$ cat src/rtl/serial_addsub.sv
// Digit-serial adder/subtractor: DIGIT bits per clock with a registered carry,
// start/done handshake, carry/borrow and signed-overflow flags, optional unsigned saturation.
module serial_addsub #(
    parameter int WIDTH  = 8,
    parameter int DIGIT  = 2,
    parameter int SAT_EN = 1
) (
    input  logic             clk,
    input  logic             rst_n,
    input  logic             start,
    input  logic [WIDTH-1:0] a,
    input  logic [WIDTH-1:0] b,
    input  logic             sel,
    input  logic             sat,
    output logic             busy,
    output logic             done,
    output logic [WIDTH-1:0] result,
    output logic             cout,
    output logic             ovf
);
    localparam int N     = WIDTH / DIGIT;
    localparam int CNT_W = (N > 1) ? $clog2(N) : 1;
    localparam logic [CNT_W-1:0] LAST   = CNT_W'(N - 1);
    localparam logic             SAT_ON = (SAT_EN != 0);

    typedef enum logic [1:0] {IDLE, RUN, DONE} state_t;

    state_t           state, state_nxt;
    logic [CNT_W-1:0] cnt;
    logic [WIDTH-1:0] opa, opb, partial;
    logic             carry, sat_q, sel_q;

    logic [DIGIT:0]   dsum;
    logic [WIDTH-1:0] partial_nxt;
    logic             msb_cin;

    function automatic logic [WIDTH-1:0] saturate(input logic [WIDTH-1:0] raw,
                                                  input logic is_sub,
                                                  input logic c,
                                                  input logic en);
        if (en && !is_sub && c)
            return '1;
        if (en && is_sub && !c)
            return '0;
        return raw;
    endfunction

    always_comb begin
        state_nxt = state;
        case (state)
            IDLE:    if (start) state_nxt = RUN;
            RUN:     if (cnt == LAST) state_nxt = DONE;
            DONE:    state_nxt = IDLE;
            default: state_nxt = IDLE;
        endcase
    end

    // One digit of ripple add; the new digit enters the partial result from the top.
    always_comb begin
        dsum        = {1'b0, opa[DIGIT-1:0]} + {1'b0, opb[DIGIT-1:0]} + {{DIGIT{1'b0}}, carry};
        partial_nxt = (partial >> DIGIT) | (WIDTH'(dsum[DIGIT-1:0]) << (WIDTH - DIGIT));
        // Carry into this digit's top bit, recovered from the sum bit; on the last digit it is the MSB.
        msb_cin     = opa[DIGIT-1] ^ opb[DIGIT-1] ^ dsum[DIGIT-1];
    end

    always_ff @(posedge clk or negedge rst_n) begin
        if (!rst_n) begin
            state   <= IDLE;
            cnt     <= '0;
            opa     <= '0;
            opb     <= '0;
            partial <= '0;
            carry   <= 1'b0;
            sat_q   <= 1'b0;
            sel_q   <= 1'b0;
            result  <= '0;
            cout    <= 1'b0;
            ovf     <= 1'b0;
        end else begin
            state <= state_nxt;
            case (state)
                IDLE: begin
                    if (start) begin
                        opa     <= a;
                        opb     <= b ^ {WIDTH{sel}};
                        carry   <= sel;
                        sat_q   <= sat & SAT_ON;
                        sel_q   <= sel;
                        cnt     <= '0;
                        partial <= '0;
                    end
                end
                RUN: begin
                    opa     <= opa >> DIGIT;
                    opb     <= opb >> DIGIT;
                    carry   <= dsum[DIGIT];
                    partial <= partial_nxt;
                    cnt     <= cnt + CNT_W'(1);
                    if (cnt == LAST) begin
                        result <= saturate(partial_nxt, sel_q, dsum[DIGIT], sat_q);
                        cout   <= dsum[DIGIT];
                        ovf    <= msb_cin ^ dsum[DIGIT];
                    end
                end
                default: ;
            endcase
        end
    end

    assign busy = (state == RUN);
    assign done = (state == DONE);

endmodule
$ cat config.mk
export PLATFORM = sky130hd
export DESIGN_NAME = serial_addsub
export DESIGN_NICKNAME = d
export VERILOG_FILES = /design/src/rtl/serial_addsub.sv
export SDC_FILE = /design/constraint.sdc
export NUM_CORES = 1
export LEC_CHECK = 0
export CAP_MARGIN = 5
export CORE_MARGIN = 1.5
export CORE_UTILIZATION = 52
export CTS_CLUSTER_SIZE = 20
export DETAILED_ROUTE_END_ITERATION = 12
export GPL_TIMING_DRIVEN = 0
export HOLD_SLACK_MARGIN = 0.15
export MAX_ROUTING_LAYER = met4
export PLACE_DENSITY_LB_ADDON = 0.3
export SYNTH_ARGS = -nofsm -noshare
export SYNTH_HDL_FRONTEND = slang
export SYNTH_SLANG_ARGS = --single-unit
export TNS_END_PERCENT = 1
$ cat constraint.sdc
create_clock -name clk -period 2.4 [get_ports clk]
set_input_delay 0.48 -clock clk [delete_from_list [all_inputs] [get_ports clk]]
set_output_delay 0.48 -clock clk [all_outputs]
set_load 0.005 [all_outputs]
==> metrics.csv <==
stage,metric,value,unit
floorplanning,CORE AREA,3630,µm²
worst_setup_path,required time of the worst setup path,1.92,ns
floorplanning,IO Pins,33,
final_layout,Fillers,291,
worst_setup_path,crit path to,busy,
worst_setup_path,Setup CP Type,register to primary output,
worst_setup_path,Top delay family on crit path,buffers and inverters,
pwr,Worst IR Drop VDD,0.554,mV
cts,TritonCTS clock tree,done,
final_layout,multi-input gate area in the final layout,895,µm²
synth,mapped cell area,1960,µm²
timing,Slew HR,0.429,
synth,Synth Register Bits,39,
placement,routability cong.,0.812,
worst_setup_path,crit-path most repeated cell,clkbuf_4,
run_status,outcome,completed,
synth,Syn Inst Count,187,
timing,setup violators final,0,
global_route,first-pass GRT wire length,7130,µm
cts,clock sinks,39,
synth,syn avg cell area,10.5,µm²
pwr,Cell Pwr Density,1180,nW/µm²
worst_setup_path,CP max FO,10,
synth,Post-synth ARST share,1.00,
route,DR iter-0 viols,63,
cts,CTS buffer count,5,
cts,Bufs on Longest Clock Path,2,
route,wire per inst,15.0,µm
final_layout,Area growth syn-to-layout,23.1,%
worst_hold_path,HP Class,input pin to async pin,
timing,min Tclk post-route,2.27,ns
worst_setup_path,flop2flop setup slack,0.35,ns
cts,clk slew on worst S/H paths,0.07,ns
timing,unrepaired setup endpoints after global routing,false,
route,DRC,0,
global_route,initial antenna violation count,0,
floorplanning,die area,4150,µm²
worst_setup_path,CP max stage cell,clkdlybuf4s50_1,
synth,"Net Count, Synth",212,
timing,clk_skew,0.00859,ns
worst_setup_path,critical path capture point type,primary output,
final_layout,Layout Cell Area excl Fill,2420,µm²
global_route,GR Util All Layers,0.226,
synth,register area share after synthesis,0.497,
route,Vias/cell,5.65,
timing,Fin Setup TNS,0,ns
worst_setup_path,r2r startpoint,opa[0]$_DFFE_PN0P_,
route,Final ANT Viol Nets,0,
worst_setup_path,Arrival @ worst endpoint,1.79,ns
floorplanning,Initial Util,0.540,
timing,fin. max-slew vios,0,
floorplanning,die boundary height,64.4,µm
run,max_cap viols,0,
route,DRT Wirelength,4100,µm
timing,final hold violation count,0,
final_layout,fin nets,249,
worst_setup_path,"critical path, cell by cell",clkbuf_4 -> and2b_1 -> clkbuf_4 -> clkdlybuf4s50_1,
placement,Placed Area,2330,µm²
global_route,vias in the first global route,1632,
worst_setup_path,Worst R2R Path Depth,5,
final_layout,register area,977,µm²
synth,Most used DFF post-synth,dfrtp_1,
worst_setup_path,Critical Path Source,state[0]$_DFFE_PN0P_,
worst_setup_path,Reg-to-Reg End,result[0]$_DFFE_PN0P_,
final_layout,Layout Cells excl Fill,273,
worst_setup_path,Crit path largest cell delay,0.52,ns
timing,Fmax,440,MHz
placement,port bufs,31,
timing,Final Cycle Share,0.947,
cts,H-tree depth,2,
cts,later-pin clock latency in the skew report,0.29,ns
final_layout,share of layout cells above drive strength 1,0.0978,
route,via count of the routed design,1542,
worst_setup_path,cell depth of the worst setup path,4,
placement,dpl hpwl,2900,µm
timing,Worst Tran Pin Value,0.857,ns
route,drt first pass iters,4,
worst_setup_path,startpoint class of the critical path,register,
cts,CTS root buf,clkbuf_8,
floorplanning,Die X,64.4,µm
worst_setup_path,WP buf/inv,3,
synth,Cell variety after synth,31,
pwr,Leakage,1.06,nW
synth,Yosys Warn Count,0,
synth,"EDFF count, synth",0,
floorplanning,Cell Rows,22,
global_route,grt ovf,0,
global_route,largest net degree at the start of global routing,40,
final_layout,antenna cells,0,
placement,DP Cell Count,266,
-- worst reg2reg max path, stage by stage (launching register included) --
cell and delay [ns]:
dfrtp_1 0.42, fa_1 0.45, fa_1 0.47, nand2b_1 0.29
a21boi_0 0.23, o31ai_1 0.09
-- Yosys cell counts, drive strengths merged (2+ instances only) --
| cell | instances | area [µm²] |
|---|---|---|
| dfrtp | 39 | 976 |
| nand2 | 15 | 56.3 |
| o21ai | 12 | 60.1 |
| a21oi | 11 | 55.1 |
| nor2 | 10 | 37.5 |
| a22oi | 9 | 67.6 |
| buf | 9 | 51.3 |
| a21boi | 8 | 60.1 |
| o31ai | 8 | 60.1 |
| a22o | 7 | 61.3 |
| and2b | 7 | 52.6 |
| nor2b | 7 | 43.8 |
| xnor2 | 7 | 61.3 |
| inv | 6 | 22.5 |
| clkbuf | 5 | 18.8 |
| a221o | 4 | 40.0 |
| mux2 | 4 | 52.6 |
| o32ai | 4 | 35.0 |
| xor2 | 3 | 26.3 |
| fa | 2 | 40.0 |
| ha | 2 | 25.0 |
| o211ai | 2 | 15.0 |
-- power breakdown --
part           internal [mW]  total (mW)  leakage (nW)  switching (mW)
clock                  0.199       0.425        0.0477           0.226
combinational          0.659        1.28         0.505           0.623
sequential             0.918        1.14         0.506           0.217
total                   1.78        2.84          1.06            1.07
-- worst min path at each step --
stage                               start                     to  slack (ns)  cells after the start
finish                              rst_n  result[7]$_DFFE_PN0P_        0.30                      1
global route                        rst_n  result[5]$_DFFE_PN0P_        0.35                      1
CTS                                 rst_n  result[4]$_DFFE_PN0P_        0.32                      1
detailed placement  result[4]$_DFFE_PN0P_  result[4]$_DFFE_PN0P_        0.47                      2
global placement    result[3]$_DFFE_PN0P_  result[3]$_DFFE_PN0P_        0.46                      2
floorplan                           rst_n      carry$_DFFE_PN0P_        0.18                      0
-- sequential cells by signal (all words and copies together), names as in the netlist, 2 cells and up --
register  cells
opa           8
cnt           2
partial       6
state         2
result        8
opb           8
-- cell usage in the layout, fill, tap and decap left out, types with 4 or more instances in the layout --
master,synthesis,final
nor2b_1,7,7
xnor2_1,7,7
clkdlybuf4s50_1,0,30
a221o_1,4,4
a22o_1,7,7
and2b_1,7,7
inv_1,6,6
a21boi_0,8,8
o21ai_1,12,12
a22oi_1,9,9
clkbuf_1,5,4
clkbuf_8,0,5
nor2_1,10,10
dfrtp_1,39,38
buf_2,8,6
nand2_1,15,15
o31ai_1,8,8
a21oi_1,11,11
o32ai_1,4,4
-- kinds of logic after synthesis --
kind of cell    synth area share
buf+inv                   0.0472
xor+xnor                  0.0446
simple gates               0.115
compound gates             0.231
mux                       0.0319
fa+ha+maj                 0.0331
flops                      0.497
-- layer usage --
metal | up-vias | routed length (µm) | track usage
met5 | - | 0 | -
met4 | 0 | 51 | 0.0904
met3 | 5 | 154 | 0.0451
met2 | 33 | 2140 | 0.395
met1 | 765 | 1760 | 0.257
li1 | 739 | - | -
-- repair_timing --
action,4_1_cts,5_1_grt
buffers inserted,0,0
resized for setup,3,2
cloned,0,0
endpoints found under the hold margin,0,0
hold buffers,0,0
endpoints found under the setup margin,1,2
-- per-stage QoR --
stage / util / power [mW] / setup slack, ns / hold slack [ns]
floorplan: - / 1.97 / 0.545 / 0.184
global placement: 0.642 / 2.36 / -0.0770 / 0.461
detailed placement: 0.641 / 2.42 / 0.150 / 0.465
CTS: 0.665 / 2.86 / 0.0488 / 0.319
global route: 0.665 / 3.06 / 0.0370 / 0.355
finish: 0.665 / 2.84 / 0.126 / 0.299
-- final cells by class --
class / instances / area share
timing repair buffer: 31 / 0.126
clock inverter: 3 / 0.00621
sequential: 39 / 0.404
inverter: 6 / 0.00932
clock buffer: 5 / 0.0285
multi-input combinational: 128 / 0.370
tap: 48 / 0.0248
buffer: 13 / 0.0305
Power figures use the tool's default switching activity.
==> edit (config.mk and constraints unchanged) <==
`WIDTH`: 8 -> 4.
--- a/src/rtl/serial_addsub.sv
+++ b/src/rtl/serial_addsub.sv
@@ -2,5 +2,5 @@
 // start/done handshake, carry/borrow and signed-overflow flags, optional unsigned saturation.
 module serial_addsub #(
-    parameter int WIDTH  = 8,
+    parameter int WIDTH  = 4,
     parameter int DIGIT  = 2,
     parameter int SAT_EN = 1
Interface: changed (resized a, b and result); port bits go from 33 to 21. The function was not compared with the original's and may differ.
==> edit against the unedited design <==
  * Routed wire length shrank 53%
  * Setup slack lost 0.0049 ns
  * Sequential cell count shrank 17
  * Power shrank 36%
  * Cell area shrank 44%
  * First-iteration DRC count shrank 81%
  * Critical path depth is the same
  * Area after synthesis shrank 45%
==> edit: results (changes against the unedited design) <==
metric;value;unit;change
numCtsBuffers;3;;-2
gr-usage-met1;21.1;%;-4.6 points
timing.slew.headroom;36.7;%;-6.2 points
final_layout_size_suffix_gt1_share;13.2;%;+3.4 points
synth_async_sr_flop_share;100;%;unchanged
htree_levels;1;;-1
netlist_cell_types;27;;-13%
ys_warn_count;0;;unchanged
detail_route.wl_per_cell;13.0;um;-14%
detail_route.first_pass.iterations;4;;unchanged
r2r_cells;6;;+1
power_leakage;0.622;nW;-41%
post_synth_main_area_contributors;sky130_fd_sc_hd__dfrtp_1, sky130_fd_sc_hd__xnor2_1, sky130_fd_sc_hd__nand2_1;;
post_cts_resize_count;0;;-3
route.detailed.vias_per_inst;5.26;;-6.8%
grt_first_pass_wirelength;3.33;mm;-53%
critPathTopFamily;buffers and inverters;;
synth.net_count;114;;-46%
wirelength_met1;832;um;-53%
met2_wirelength;1.01;mm;-53%
globalRouteTotalUtil;19.0;%;-3.6 points
postSynthCellCount;98;;-48%
detailedPlacementHpwl;1.48;mm;-49%
met3_length;64;um;-58%
hold_path_class;reg -> reg;;
dp_area;1310;sq um;-44%
cp_slowest_cell;sky130_fd_sc_hd__clkdlybuf4s50_1;;
path_clk_slew;0.12;ns;+0.05 ns
routabilityCongestion;0.822;;+1.2%
grt_max_degree;23;;-43%
r2r_start;opa[0]$_DFFE_PN0P_;;
first_global_vias;782;;-52%
clock-skew-final;0.00122;ns;-0.00736 ns
grtUsageMet3;3.09;%;-1.4 points
path_max_fanout;9;;-1
fin_worst_hold_slack;0.492;ns;+0.193 ns
synth.top_cells.by_count;sky130_fd_sc_hd__dfrtp_1, sky130_fd_sc_hd__nand2_1, sky130_fd_sc_hd__nand3_1, sky130_fd_sc_hd__xnor2_1, sky130_fd_sc_hd__inv_1;;
fin_cells;148;;-46%
grt_util_met2;33.6;%;-5.9 points
run_status;completed;;
startpoint_of_the_worst_hold_path;result[0]$_DFFE_PN0P_;;
clock-root-buffer;sky130_fd_sc_hd__clkbuf_4;;
synth-seq-area-share;50.8;%;+1.1 points
setup.reg_to_reg.worst_slack;0.31;ns;-0.04 ns
port_buffers;19;;-39%
worst_ir_drop_vdd;0.776;mV;+40%
worst_hold_path.endpoint;result[0]$_DFFE_PN0P_;;
rr_endpoint;result[3]$_DFFE_PN0P_;;
final.fill_count;174;;-40%
top_regs;opa: 4 flops, opb: 4 flops, result: 4 flops;;
dp_slack;0.327;ns;+0.177 ns
dpl.cell_count;144;;-46%
dr.first_iter.drc_count;12;;-81%
cts_buffer_depth;2;;unchanged
==> edit: changes by cell type after synthesis, sizes merged, moves of 5 or more <==
cell | before | now
a22o | 7 | 0
nor2 | 10 | 3
nor2b | 7 | 0
and2b | 7 | 2
nand3 | 0 | 6
a22oi | 9 | 2
a21oi | 11 | 4
dfrtp | 39 | 22
==> edit: cells by family after synthesis <==
kind of cell	synth area share, %
simple gates	12.0
flops	50.8
buf+inv	6.00
mux	3.46
xor+xnor	4.85
fa+ha+maj	4.85
compound gates	18.0
==> edit: final cells by class <==
| type | count | area (sq um) | area share [%] |
|---|---|---|---|
| Sequential cell | 22 | 551 | 40.5 |
| Multi-Input combinational cell | 65 | 468 | 34.4 |
| Timing Repair Buffer | 19 | 190 | 14.0 |
| Buffer | 6 | 46.3 | 3.40 |
| Tap cell | 27 | 33.8 | 2.48 |
| Clock inverter | 1 | 30.0 | 2.21 |
| Clock buffer | 3 | 22.5 | 1.66 |
| Inverter | 5 | 18.8 | 1.38 |
==> edit: worst max path at each step <==
stage | startpoint | to | slack [ns] | depth (start not counted)
3_5_place_dp | opa[0]$_DFFE_PN0P_ | result[3]$_DFFE_PN0P_ | 0.33 | 6
5_1_grt | state[1]$_DFFE_PN0P_ | busy | 0.002 | 4
6_report | state[1]$_DFFE_PN0P_ | busy | 0.12 | 4
4_1_cts | state[1]$_DFFE_PN0P_ | busy | 0.11 | 4
3_3_place_gp | opa[0]$_DFFE_PN0P_ | ovf$_DFFE_PN0P_ | 0.38 | 5
2_1_floorplan | opa[0]$_DFFE_PN0P_ | ovf$_DFFE_PN0P_ | 0.45 | 5
==> edit: power by group <==
group | internal (mW) | total, mW | switching (mW)
clock network | 0.169 | 0.283 | 0.114
logic | 0.461 | 0.866 | 0.405
registers | 0.540 | 0.671 | 0.131
total | 1.17 | 1.82 | 0.651
